**src/rtl/reorder_buffer_pkg.sv**
```systemverilog
// Shared types and sizes for the reorder buffer.
//   REG_ADDR_WIDTH : virtual register index width
//   PREG_WIDTH     : physical register index width (32 architectural + 32 rename)
//   ROB_WIDTH      : log2 of the entry count
package reorder_buffer_pkg;

  localparam int REG_ADDR_WIDTH = 5;
  localparam int PREG_WIDTH     = 6;
  localparam int ROB_WIDTH      = 5;
  localparam int ROB_SIZE       = 1 << ROB_WIDTH;

  typedef logic [REG_ADDR_WIDTH-1:0] vreg_t;
  typedef logic [PREG_WIDTH-1:0]     preg_t;
  typedef logic [ROB_WIDTH-1:0]      rob_idx_t;
  typedef logic [ROB_WIDTH:0]        rob_cnt_t;

  localparam rob_cnt_t ROB_FULL = rob_cnt_t'(ROB_SIZE);

  typedef enum logic {
    ST_RUN      = 1'b0,
    ST_ROLLBACK = 1'b1
  } rob_state_t;

endpackage

```
**src/rtl/reorder_buffer_if.sv**
```systemverilog
// Bundle of all reorder buffer handshakes (decode push, writeback completion,
// retirement to the free list, flush and rollback restore to the map table).
//   master : decode / writeback / free-list side
//   slave  : the reorder buffer itself
interface reorder_buffer_if;
  import reorder_buffer_pkg::*;

  logic     alloc_valid;
  vreg_t    alloc_vreg;
  preg_t    alloc_new_preg;
  preg_t    alloc_old_preg;
  logic     alloc_ready;
  rob_idx_t alloc_index;

  logic     complete_valid;
  rob_idx_t complete_index;

  logic     retire_valid;
  logic     retire_ready;
  vreg_t    retire_vreg;
  preg_t    free_preg;

  logic     flush_in;
  logic     restore_valid;
  vreg_t    restore_vreg;
  preg_t    restore_preg;
  preg_t    release_preg;
  logic     busy;
  rob_cnt_t count;

  modport master (
    output alloc_valid, alloc_vreg, alloc_new_preg, alloc_old_preg,
    output complete_valid, complete_index,
    output retire_ready, flush_in,
    input  alloc_ready, alloc_index,
    input  retire_valid, retire_vreg, free_preg,
    input  restore_valid, restore_vreg, restore_preg, release_preg,
    input  busy, count
  );

  modport slave (
    input  alloc_valid, alloc_vreg, alloc_new_preg, alloc_old_preg,
    input  complete_valid, complete_index,
    input  retire_ready, flush_in,
    output alloc_ready, alloc_index,
    output retire_valid, retire_vreg, free_preg,
    output restore_valid, restore_vreg, restore_preg, release_preg,
    output busy, count
  );

endinterface

```
**src/rtl/reorder_buffer.sv**
```systemverilog
// In-order retirement and rollback unit for the renaming register file.
// Ports:
//   clk   : rising-edge clock
//   rst_n : asynchronous active-low reset
//   rob   : reorder_buffer_if.slave (alloc / complete / retire / flush / restore)
//
// state       | meaning
// ------------+-----------------------------------------------------------
// ST_RUN      | normal push / complete / retire
// ST_ROLLBACK | walk entries youngest-first restoring the map table
module reorder_buffer
  import reorder_buffer_pkg::*;
(
  input logic             clk,
  input logic             rst_n,
  reorder_buffer_if.slave rob
);

  rob_state_t          r_state;
  rob_state_t          w_state_nxt;
  rob_idx_t            r_head;
  rob_idx_t            r_tail;
  rob_idx_t            w_tail_m1;
  rob_cnt_t            r_count;
  logic [ROB_SIZE-1:0] r_valid;
  logic [ROB_SIZE-1:0] r_done;

  // Payload needs no reset: valid bits gate every use of it.
  vreg_t r_vreg     [ROB_SIZE];
  preg_t r_new_preg [ROB_SIZE];
  preg_t r_old_preg [ROB_SIZE];

  logic w_run;
  logic w_full;
  logic w_empty;
  logic w_push;
  logic w_retire_valid;
  logic w_retire;
  logic w_complete;
  logic w_restore;

  assign w_run     = (r_state == ST_RUN);
  assign w_full    = (r_count == ROB_FULL);
  assign w_empty   = (r_count == '0);
  assign w_tail_m1 = r_tail - rob_idx_t'(1);

  assign rob.alloc_ready = w_run && !w_full && !rob.flush_in;
  assign rob.alloc_index = r_tail;
  assign w_push          = rob.alloc_valid && rob.alloc_ready;

  // A flush cycle squashes retirement and completion as well as allocation.
  assign w_retire_valid = w_run && r_valid[r_head] && r_done[r_head];
  assign w_retire       = w_retire_valid && rob.retire_ready && !rob.flush_in;
  assign w_complete     = w_run && !rob.flush_in && rob.complete_valid
                          && r_valid[rob.complete_index];
  assign w_restore      = !w_run && !w_empty;

  assign rob.retire_valid  = w_retire_valid;
  assign rob.retire_vreg   = w_retire_valid ? r_vreg[r_head]     : '0;
  assign rob.free_preg     = w_retire_valid ? r_old_preg[r_head] : '0;
  assign rob.restore_valid = w_restore;
  assign rob.restore_vreg  = w_restore ? r_vreg[w_tail_m1]     : '0;
  assign rob.restore_preg  = w_restore ? r_old_preg[w_tail_m1] : '0;
  assign rob.release_preg  = w_restore ? r_new_preg[w_tail_m1] : '0;
  assign rob.busy          = !w_run;
  assign rob.count         = r_count;

  always_comb begin
    w_state_nxt = r_state;
    case (r_state)
      ST_RUN:      if (rob.flush_in) w_state_nxt = ST_ROLLBACK;
      ST_ROLLBACK: if (w_empty)      w_state_nxt = ST_RUN;
      default:                       w_state_nxt = ST_RUN;
    endcase
  end

  always_ff @(posedge clk or negedge rst_n) begin
    if (!rst_n) r_state <= ST_RUN;
    else        r_state <= w_state_nxt;
  end

  // Push, retire and restore never target the same slot: push needs a
  // non-full buffer, retire a non-empty one, and restore only runs in rollback.
  always_ff @(posedge clk or negedge rst_n) begin
    if (!rst_n) begin
      r_head  <= '0;
      r_tail  <= '0;
      r_count <= '0;
      r_valid <= '0;
      r_done  <= '0;
    end else begin
      if (w_push) begin
        r_valid[r_tail] <= 1'b1;
        r_done[r_tail]  <= 1'b0;
        r_tail          <= r_tail + rob_idx_t'(1);
      end
      if (w_complete) r_done[rob.complete_index] <= 1'b1;
      if (w_retire) begin
        r_valid[r_head] <= 1'b0;
        r_done[r_head]  <= 1'b0;
        r_head          <= r_head + rob_idx_t'(1);
      end
      if (w_restore) begin
        r_valid[w_tail_m1] <= 1'b0;
        r_done[w_tail_m1]  <= 1'b0;
        r_tail             <= w_tail_m1;
      end
      if (w_push && !w_retire)
        r_count <= r_count + rob_cnt_t'(1);
      else if (!w_push && (w_retire || w_restore))
        r_count <= r_count - rob_cnt_t'(1);
    end
  end

  always_ff @(posedge clk) begin
    if (w_push) begin
      r_vreg[r_tail]     <= rob.alloc_vreg;
      r_new_preg[r_tail] <= rob.alloc_new_preg;
      r_old_preg[r_tail] <= rob.alloc_old_preg;
    end
  end

endmodule
```
**src/flat_wrapper.sv**
```systemverilog
// flat-port wrapper written by rule: the top's interface ports become plain ports
module reorder_buffer_flat import reorder_buffer_pkg::*;
  (clk, rst_n, rob_alloc_valid, rob_alloc_vreg, rob_alloc_new_preg, rob_alloc_old_preg, rob_complete_valid, rob_complete_index, rob_retire_ready, rob_flush_in, rob_alloc_ready, rob_alloc_index, rob_retire_valid, rob_retire_vreg, rob_free_preg, rob_restore_valid, rob_restore_vreg, rob_restore_preg, rob_release_preg, rob_busy, rob_count);
  reorder_buffer_if rob_i ();
  input logic clk;
  input logic rst_n;
  input wire logic [$bits(rob_i.alloc_valid)-1:0] rob_alloc_valid;
  input wire logic [$bits(rob_i.alloc_vreg)-1:0] rob_alloc_vreg;
  input wire logic [$bits(rob_i.alloc_new_preg)-1:0] rob_alloc_new_preg;
  input wire logic [$bits(rob_i.alloc_old_preg)-1:0] rob_alloc_old_preg;
  input wire logic [$bits(rob_i.complete_valid)-1:0] rob_complete_valid;
  input wire logic [$bits(rob_i.complete_index)-1:0] rob_complete_index;
  input wire logic [$bits(rob_i.retire_ready)-1:0] rob_retire_ready;
  input wire logic [$bits(rob_i.flush_in)-1:0] rob_flush_in;
  output wire logic [$bits(rob_i.alloc_ready)-1:0] rob_alloc_ready;
  output wire logic [$bits(rob_i.alloc_index)-1:0] rob_alloc_index;
  output wire logic [$bits(rob_i.retire_valid)-1:0] rob_retire_valid;
  output wire logic [$bits(rob_i.retire_vreg)-1:0] rob_retire_vreg;
  output wire logic [$bits(rob_i.free_preg)-1:0] rob_free_preg;
  output wire logic [$bits(rob_i.restore_valid)-1:0] rob_restore_valid;
  output wire logic [$bits(rob_i.restore_vreg)-1:0] rob_restore_vreg;
  output wire logic [$bits(rob_i.restore_preg)-1:0] rob_restore_preg;
  output wire logic [$bits(rob_i.release_preg)-1:0] rob_release_preg;
  output wire logic [$bits(rob_i.busy)-1:0] rob_busy;
  output wire logic [$bits(rob_i.count)-1:0] rob_count;
  assign rob_i.alloc_valid = rob_alloc_valid;
  assign rob_i.alloc_vreg = rob_alloc_vreg;
  assign rob_i.alloc_new_preg = rob_alloc_new_preg;
  assign rob_i.alloc_old_preg = rob_alloc_old_preg;
  assign rob_i.complete_valid = rob_complete_valid;
  assign rob_i.complete_index = rob_complete_index;
  assign rob_i.retire_ready = rob_retire_ready;
  assign rob_i.flush_in = rob_flush_in;
  assign rob_alloc_ready = rob_i.alloc_ready;
  assign rob_alloc_index = rob_i.alloc_index;
  assign rob_retire_valid = rob_i.retire_valid;
  assign rob_retire_vreg = rob_i.retire_vreg;
  assign rob_free_preg = rob_i.free_preg;
  assign rob_restore_valid = rob_i.restore_valid;
  assign rob_restore_vreg = rob_i.restore_vreg;
  assign rob_restore_preg = rob_i.restore_preg;
  assign rob_release_preg = rob_i.release_preg;
  assign rob_busy = rob_i.busy;
  assign rob_count = rob_i.count;
  reorder_buffer u_core (.clk(clk), .rst_n(rst_n), .rob(rob_i));
endmodule
```
**config.mk**
```make
export PLATFORM = sky130hd
export DESIGN_NAME = reorder_buffer_flat
export DESIGN_NICKNAME = d
export VERILOG_FILES = /design/src/rtl/reorder_buffer_pkg.sv /design/src/rtl/reorder_buffer_if.sv /design/src/rtl/reorder_buffer.sv /design/src/flat_wrapper.sv
export SDC_FILE = /design/constraint.sdc
export NUM_CORES = 1
export LEC_CHECK = 0
export CORE_MARGIN = 3
export CORE_UTILIZATION = 60
export CTS_BUF_LIST = sky130_fd_sc_hd__clkbuf_16
export DETAILED_ROUTE_END_ITERATION = 8
export HOLD_SLACK_MARGIN = 0.15
export PLACE_DENSITY = 0.78
export SYNTH_ARGS = -nofsm -noshare
export SYNTH_HDL_FRONTEND = slang
export SYNTH_SLANG_ARGS = --single-unit
export TNS_END_PERCENT = 20
```
**constraint.sdc**
```tcl
create_clock -name clk -period 11 [get_ports clk]
set_input_delay 1.1 -clock clk [delete_from_list [all_inputs] [get_ports clk]]
set_output_delay 1.1 -clock clk [all_outputs]
set_load 0.005 [all_outputs]
```
# Word-level counts from Yosys, hierarchy flattened

Memories as Yosys holds them, arrays and structs flattened.
Index checks and enable logic that the tools add are counted.

Register bits after elaboration: 81
RAM bits: 544
Input port bits: 28
Output and inout port bits: 43
Logic and storage cells: 95
Memories: 3

Add/sub/neg operators: 5
$lt $le $gt $ge: 8
Equality and inequality tests: 1
Mux-type cells: 35
Bitwise logic cells: 11
Reductions and logical operators: 26

Memories:

| name              | depth | width | read ports | clocked after memory_dff | wr ports | line                 | source |
|---|---|---|---|---|---|---|---|
| u_core.r_new_preg | 32    | 6     | 1          | 0                        | 1        | reorder_buffer.sv:30 | `preg_t r_new_preg [ROB_SIZE];` |
| u_core.r_old_preg | 32    | 6     | 2          | 0                        | 1        | reorder_buffer.sv:31 | `preg_t r_old_preg [ROB_SIZE];` |
| u_core.r_vreg     | 32    | 5     | 2          | 0                        | 1        | reorder_buffer.sv:29 | `vreg_t r_vreg [ROB_SIZE];` |

Operators by type and width:

| cell                  | number |
|---|---|
| $mux W32              | 7 |
| $and A32 B32 Y32      | 5 |
| $not A32 Y32          | 3 |
| $or A32 B32 Y32       | 2 |
| $mux W6               | 5 |
| $lt A5 B6 Y1 const B  | 4 |
| $demux W1 S5          | 4 |
| $ge A5 B1 Y1 const B  | 4 |
| $mux W5               | 4 |
| $logic_and A1 B1 Y1   | 17 |
| $bmux W1 S5           | 3 |
| $mux W1               | 11 |
| $add A5 B1 Y5 const B | 2 |
| $add A6 B1 Y6 const B | 1 |
| $eq A6 B6 Y1 const B  | 1 |
| $logic_not A6 Y1      | 1 |
| $sub A6 B1 Y6 const B | 1 |
| $logic_not A1 Y1      | 5 |
| $sub A5 B1 Y5 const B | 1 |
| $reduce_bool A2 Y1    | 2 |
| $pmux W1 S2           | 1 |
| $logic_or A1 B1 Y1    | 1 |
| $not A1 Y1            | 1 |

# Longest topological paths before layout

Word-level depth: 13
Gate-level depth with buffers: 16
Depth with buffers taken out: 13

# Least setup slack after synthesis

Ideal clock, no wire load.

Path kind: reg2out
From: register u_core.r_tail[0] (netlist: u_core.rob.alloc_index[0])
To: output rob_release_preg[0]
Arrival time: 3.481 ns
Required time: 9.900 ns
Path slack: 6.419 ns
Stages on the path, launching flop included: 13
Buffers on the path: 7
Path through: dfrtp_1 clkbuf_1 buf_2 buf_2 buf_2 inv_1 ha_1 clkbuf_1 clkbuf_1 clkbuf_1 mux4_2 o22ai_1 nor4_1

Longest elaborated chain between the ends: 3

Ends and longest elaborated chain:

| what                   | line                  | source |
|---|---|---|
| start, declared        | reorder_buffer.sv:22  | `rob_idx_t r_tail;` |
| start signal, assigned | reorder_buffer.sv:95  | `r_tail <= r_tail + rob_idx_t'(1);` |
| start signal, assigned | reorder_buffer.sv:106 | `r_tail <= w_tail_m1;` |
| $sub A5 B1 Y5          | reorder_buffer.sv:45  | `assign w_tail_m1 = r_tail - rob_idx_t'(1);` |
| $mem_v2 Z32 W6         | n/a                   |  |
| $mux W6                | reorder_buffer.sv:64  | `assign rob.release_preg = w_restore ? r_new_preg[w_tail_m1] : '0;` |
| end, declared          | flat_wrapper.sv:23    | `output wire logic [$bits(rob_i.release_preg)-1:0] rob_release_preg;` |

No other way between the ends.

# Worst setup path after layout

Ends and elaborated chain as after synthesis.

==> impl_metrics.ini <==
[floorplan]
row_count = 79
die_y_um = 224
dieArea_mm2 = 0.0503
ioPinCount = 71
initial_utilization_pct = 61.1
core-area_mm2 = 0.0468
die_w_um = 224

[routing]
vias_per_cell = 7.59
vias = 18179
antenna_left = 0
drc = 0
drt_iter0_drc = 3105
wire_per_inst_um = 35.3
routed_wl_um = 84600
drt_first_pass_iters = 6

[setup_path]
cp_max_fo = 28
crit_arrival_ps = 5650
critPathCaptureType = output port
worst-path-stages = 10
crit_chain = inv_1 > ha_1 > nor3b_1 > xnor2_2 > buf_4 > nor2_1 > nand2_1 > o22ai_1 > nor4_1 > clkdlybuf4s50_1
r2r_cells = 13
startpoint_type = flip-flop
worst-setup-path-type = reg2out
critPathRequiredTime_ps = 9900
critPathBufInv = 3
cpMaxStageDelayCell = nand2_1
crit_family = simple AND/OR/NAND/NOR gates
critical_path.max_stage_delay_ps = 840

[power_and_ir_drop]
clkPwrFrac_pct = 27.6
comb_power_share_pct = 36.5
intPower_uw = 5050
max-vdd-ir-drop_uv = 169
p_sw_uw = 2520
leakagePower_uw = 0.0109
p_per_area_mw_per_mm2 = 237
power_frac_seq_pct = 35.9
switching_share_pct = 33.3

[sta]
rsz0062_at_grt = false
slew_violations = 0
fmax_mhz = 148
worstMarginPinSlew_ps = 1240
whs_ps = 357
fin_ws_ps = 4250
finalSetupViolCount = 0
fin_crit_sh_pct = 61.4
slew_headroom_pct = 17.4
fin_crit_ps = 6750
fin_skew_ps = 34.8
timing_hold_violations_final = 0
setup_total_negative_slack_ps = 0

[clock_network]
postCtsSetupRepairBufs = 0
cts_hold_buffers = 0
clk_latency_ps = 640
cts.sinks = 625
cts_made_buffers = 61
clkTransAtPathRegs_ps = 60
htree_num_levels = 2
cts_resized = 0
clock_tree.root_cell = clkbuf_16
cts_tree = done
clock_tree.buffer_depth = 3

[synthesis]
syn-cell-area_mm2 = 0.0286
yosys.area.top_type = edfxtp_1
syn_inst = 1672
synth_edf_count = 544
synth_ff_type = edfxtp_1
postSynth.asyncResetShare_pct = 13.0
synth_nets = 1716
yosysWarnings = 0
ys_seq_area_share_pct = 64.2
synthTopCellsByArea = edfxtp_1 57%, mux4_2 19%, dfrtp_1 7.1%
syn_area_per_cell_um2 = 17.1
netlist.area_leader.share_pct = 57.2
ys_types = 72
ys_ff_latch = 625

[placement]
dp_slack_ps = 5020
dpl.hpwl_um = 47000
dpl.cell_count = 2278
gp_congestion = 0.931
io_buffers = 70

[final_layout]
finish.utilization_pct = 68.3
instances_no_fill = 2394
nNetsFinal = 1778
fillerInstances = 2950
syn2layout_area_growth_pct = 11.7
layout-drive-gt1-share_pct = 23.9

[global_routing]
track_usage_pct = 34.0
grt_pass1_vias = 17963
grt_max_degree = 68
grt_pass1_wl_um = 122000
grt_overflow = 0
antenna_found_initial = 1

[job]
cap_violations = 0

[hold_path]
hp-class = in2async

[outcome]
outcome = finished, final reports clean
-- cell type report --
type	instances	area (um2)	share of cell area (%)
Clock buffer	61	1530	4.78
Sequential cell	625	18400	57.6
Inverter	37	139	0.435
Clock inverter	52	468	1.47
Tap cell	607	759	2.38
Timing Repair Buffer	120	1070	3.36
Antenna cell	3	7.51	0.0235
Multi-Input combinational cell	889	9570	30.0
-- synthesized netlist by cell type, drive strengths merged (11+ instances only) --
master / n
edfxtp: 544
a31oi: 13
a311oi: 34
nor4: 13
o21ai: 32
inv: 37
dfrtp: 81
nor3: 18
clkbuf: 56
a211oi: 29
ha: 15
nor2: 126
nand3: 13
nand2: 105
buf: 65
xnor2: 11
mux4: 242
a22oi: 30
mux2i: 19
o22ai: 66
-- flip-flops by register name, indices dropped and copies added, names as in the netlist --
name	cells
u_core.rob.count	6
u_core.r_done	32
u_core.r_head	5
u_core.rob.busy	1
u_core.r_vreg	160
u_core.r_old_preg	192
u_core.r_valid	32
u_core.rob.alloc_index	5
u_core.r_new_preg	192
-- metal layers --
metal | track usage, % | share of wire, %
met5 | 0 | 0.013
met4 | 17.3 | 5.8
met3 | 10.1 | 14
met2 | 51.0 | 46
met1 | 46.2 | 34
-- worst reg2reg max path: stages, from the launching register on --
cell and delay (ps):
dfrtp_1 950, or3_1 790, nor2_1 140, a211oi_2 280
or4b_4 520, o21ai_0 730, ha_1 380, a21o_1 180
a21oi_1 230, o21bai_1 100, a21oi_1 290, nor3_1 90
a21oi_1 150, nand4_1 80
-- kinds of logic (layout without fill, tap and decap cells) --
kind of cell,count (synthesis),in the layout,synth area share [%]
AO/OA/AOI/OAI,247,247,6.28
XOR/XNOR,17,17,0.547
adder cells (fa/ha/maj),16,16,0.727
buffers and inverters,158,270,2.52
flip-flops,625,625,64.2
multiplexers,268,268,20.1
other,0,3,0
AND/OR/NAND/NOR,341,341,5.53
-- worst paths after layout --
kind / from / end / slack (ps)
min in group clk: u_core.r_done[7] / u_core.r_done[7] / 580
max in group asynchronous: rst_n / u_core.rob.alloc_index[0] / 9470
max reg2reg: u_core.r_head[2] / u_core.rob.count[5] / 5950
min: rst_n / u_core.r_done[15] / 360
min reg2reg: u_core.r_done[7] / u_core.r_done[7] / 580
max: u_core.rob.alloc_index[0] / rob_release_preg[0] / 4250
-- metrics by stage --
| step | instance area (um2) | total power (uW) |
|---|---|---|
| floorplan | 28600 | 4400 |
| global placement | 29900 | 5440 |
| detailed placement | 29900 | 5460 |
| CTS | 31900 | 7560 |
| global route | 31900 | 7800 |
| finish | 31900 | 7570 |
-- placed cells by master, fill, tap and decap left out, types with 34 or more instances in the layout --
cell and n:
nor2_1 118, buf_4 51, inv_1 40, edfxtp_1 544
o22ai_1 66, clkdlybuf4s50_1 69, dfrtp_1 78, clkbuf_16 61
a311oi_1 34, nand2_1 105, mux4_2 240
-- power by group through the flow --
stage / registers (uW) / logic [uW] / clock network (uW)
floorplan: 2700 / 1700 / 0
global placement: 2760 / 2680 / 0
detailed placement: 2760 / 2700 / 0
CTS: 2720 / 2740 / 2100
global route: 2720 / 2880 / 2190
finish: 2720 / 2770 / 2090
No activity file was read; power rests on OpenSTA's default activity.
==> patch, RTL diff (same flow settings) <==
The package constant `ROB_WIDTH` goes from 5 to 4.
--- a/src/rtl/reorder_buffer_pkg.sv
+++ b/src/rtl/reorder_buffer_pkg.sv
@@ -7,5 +7,5 @@
   localparam int REG_ADDR_WIDTH = 5;
   localparam int PREG_WIDTH     = 6;
-  localparam int ROB_WIDTH      = 5;
+  localparam int ROB_WIDTH      = 4;
   localparam int ROB_SIZE       = 1 << ROB_WIDTH;
 
Ports: changed (resized rob_alloc_index, rob_complete_index and rob_count); port bits go from 71 to 68. No check against the original RTL was run, so the function may have changed too.
==> patch against the unedited design <==
- worst setup slack better by 1300 ps
- wire length fell by 59%
- core utilization up 2.5 points
- non-clock buffer count down 33
- cell area down 47%
- highest routed layer is now met4
- sequential cell count down 307
- sequential share of layout area down 2.3 points
- die area shrank 47%
- synthesized area shrank 48%
- critical endpoint is now rob_restore_preg[0]
- power fell by 45%
==> patch: results (changes against the unedited design) <==
stage	metric	value	unit	change
cts	setup bufs post-CTS	0		unchanged
sta	Layout Skew	19.1	ps	-15.7 ps
detailed_routing	Avg WL per Cell	28.3	um	-20%
grt	largest net degree at the start of global routing	71		+4.4%
worst_setup_path	R2R Setup Slk	6490	ps	+540 ps
detailed_routing	DR vias	8575		-53%
cts	Post-CTS Resized	0		unchanged
worst_setup_path	Worst R2R Start	u_core.r_head[1]		
place	pre-CTS setup slack	6130	ps	+1110 ps
yosys	async set-reset flop share out of synthesis	14.5	%	+1.5 points
yosys	Synth Flop Type	edfxtp_1		
cts	clk_lat worst skew	560	ps	-80 ps
cts	CTS root buf	clkbuf_16		
sta	hold slack final	575	ps	+218 ps
yosys	Yosys top cell area share	55.2	%	-2.0 points
worst_setup_path	CP max FO	33		+18%
sta	Worst-Margin Slew	1140	ps	-95.9 ps
min_path	hold path start	u_core.r_valid[8]		
cts	CTS max path bufs	3		unchanged
final_layout	Final nets	933		-48%
min_path	worst hold path type	reg -> reg		
place	I/O Buffers	67		-4.3%
place	DP HPWL	20900	um	-56%
cts	Worst-path clk slew	60	ps	about the same
yosys	Synthesized Nets	870		-49%
yosys	sequential area share after synthesis	63.0	%	-1.3 points
grt	first-pass GRT wire length	54600	um	-55%
place	placer congestion estimate	0.923		-0.86%
yosys	top cells by count, synth	edfxtp_1, mux4_2, dfrtp_1, nor2b_1, a211oi_1		
min_path	worst hold endpoint	u_core.r_valid[8]		
power	Worst VDD drop	0.274	mV	+62%
cts	clock buffer count from CTS	31		-49%
grt	gr usage total	27.4	%	-6.6 points
power	P_leak	5.69	nW	-48%
final_layout	top flop regs	u_core.r_new_preg x96, u_core.r_old_preg x96, u_core.r_vreg x80		
worst_setup_path	Crit. Startpoint	u_core.rob.alloc_index[0]		
final_layout	diode count	0		-3
worst_setup_path	worst r2r path cells	12		-1
worst_setup_path	Critical Path AT	4330	ps	-1320 ps
cts	H-tree levels	1		-1
final_layout	share of cells above drive strength 1	24.6	%	+0.71 points
detailed_routing	Starting DRT DRC Count	1101		-65%
run_status	status	completed		
grt	initial antenna violation count	0		-1
grt	vias in the first global route	9018		-50%
yosys	largest cells by area after synthesis	edfxtp_1, mux4_2, dfrtp_1		
min_path	Hold Path Stages	2		
worst_setup_path	reg2reg end	u_core.rob.count[4]		
yosys	yosys warns	0		unchanged
yosys	Distinct cells, synth	50		-31%
detailed_routing	First-pass DRT Iterations	5		-1
yosys	Post-synth EDFFs	272		-50%
[patch: per-stage QoR]
| step | area [sq um] | instances |
|---|---|---|
| 6_report | 16900 | 1234 |
| 5_1_grt | 16900 | 1234 |
| 4_1_cts | 16900 | 1234 |
| 3_5_place_dp | 15800 | 1176 |
| 3_3_place_gp | 15800 | 1176 |
| 2_1_floorplan | 14800 | 827 |
[patch: worst max-delay path, cell delays in order, from the launching register on]
cell,delay (ps)
dfrtp_4,770
inv_1,240
ha_1,370
xor2_4,660
buf_4,560
mux2i_1,150
a211oi_1,420
clkdlybuf4s50_1,580
[patch: power by group]
group,switching (mW),internal [mW]
combinational,0.766,0.836
clock,0.433,0.626
sequential,0.103,1.37
[patch: kinds of logic after synthesis]
family / share of synthesized area [%]
compound gates: 5.76
xor+xnor: 0.651
fa+ha+maj: 1.40
buf+inv: 2.28
flops: 63.0
mux: 22.1
simple gates: 4.87
[patch: worst max-delay path by stage]
stage / end / slack (ps)
finish: rob_restore_preg[0] / 5570
global route: rob_restore_preg[0] / 5240
CTS: rob_release_preg[5] / 5540
detailed placement: rob_free_preg[2] / 6130
global placement: rob_restore_vreg[4] / 6200
floorplan: rob_restore_vreg[1] / 6640
[patch: per-layer routing]
metal | vias up | global-route usage [%] | part of all wire, %
met5 | - | 0 | 0
met4 | 0 | 7.57 | 2.5
met3 | 80 | 4.44 | 8.6
met2 | 485 | 46.2 | 52
met1 | 4452 | 37.9 | 37
li1 | 3558 | - | -
[patch: final cells by class]
class,count,area [sq um]
Clock buffer,31,776
Inverter,25,93.8
Multi-Input combinational cell,427,5210
Fill cell,1480,6950
Sequential cell,318,9330
Clock inverter,27,248
Timing Repair Buffer,87,816
Tap cell,319,399
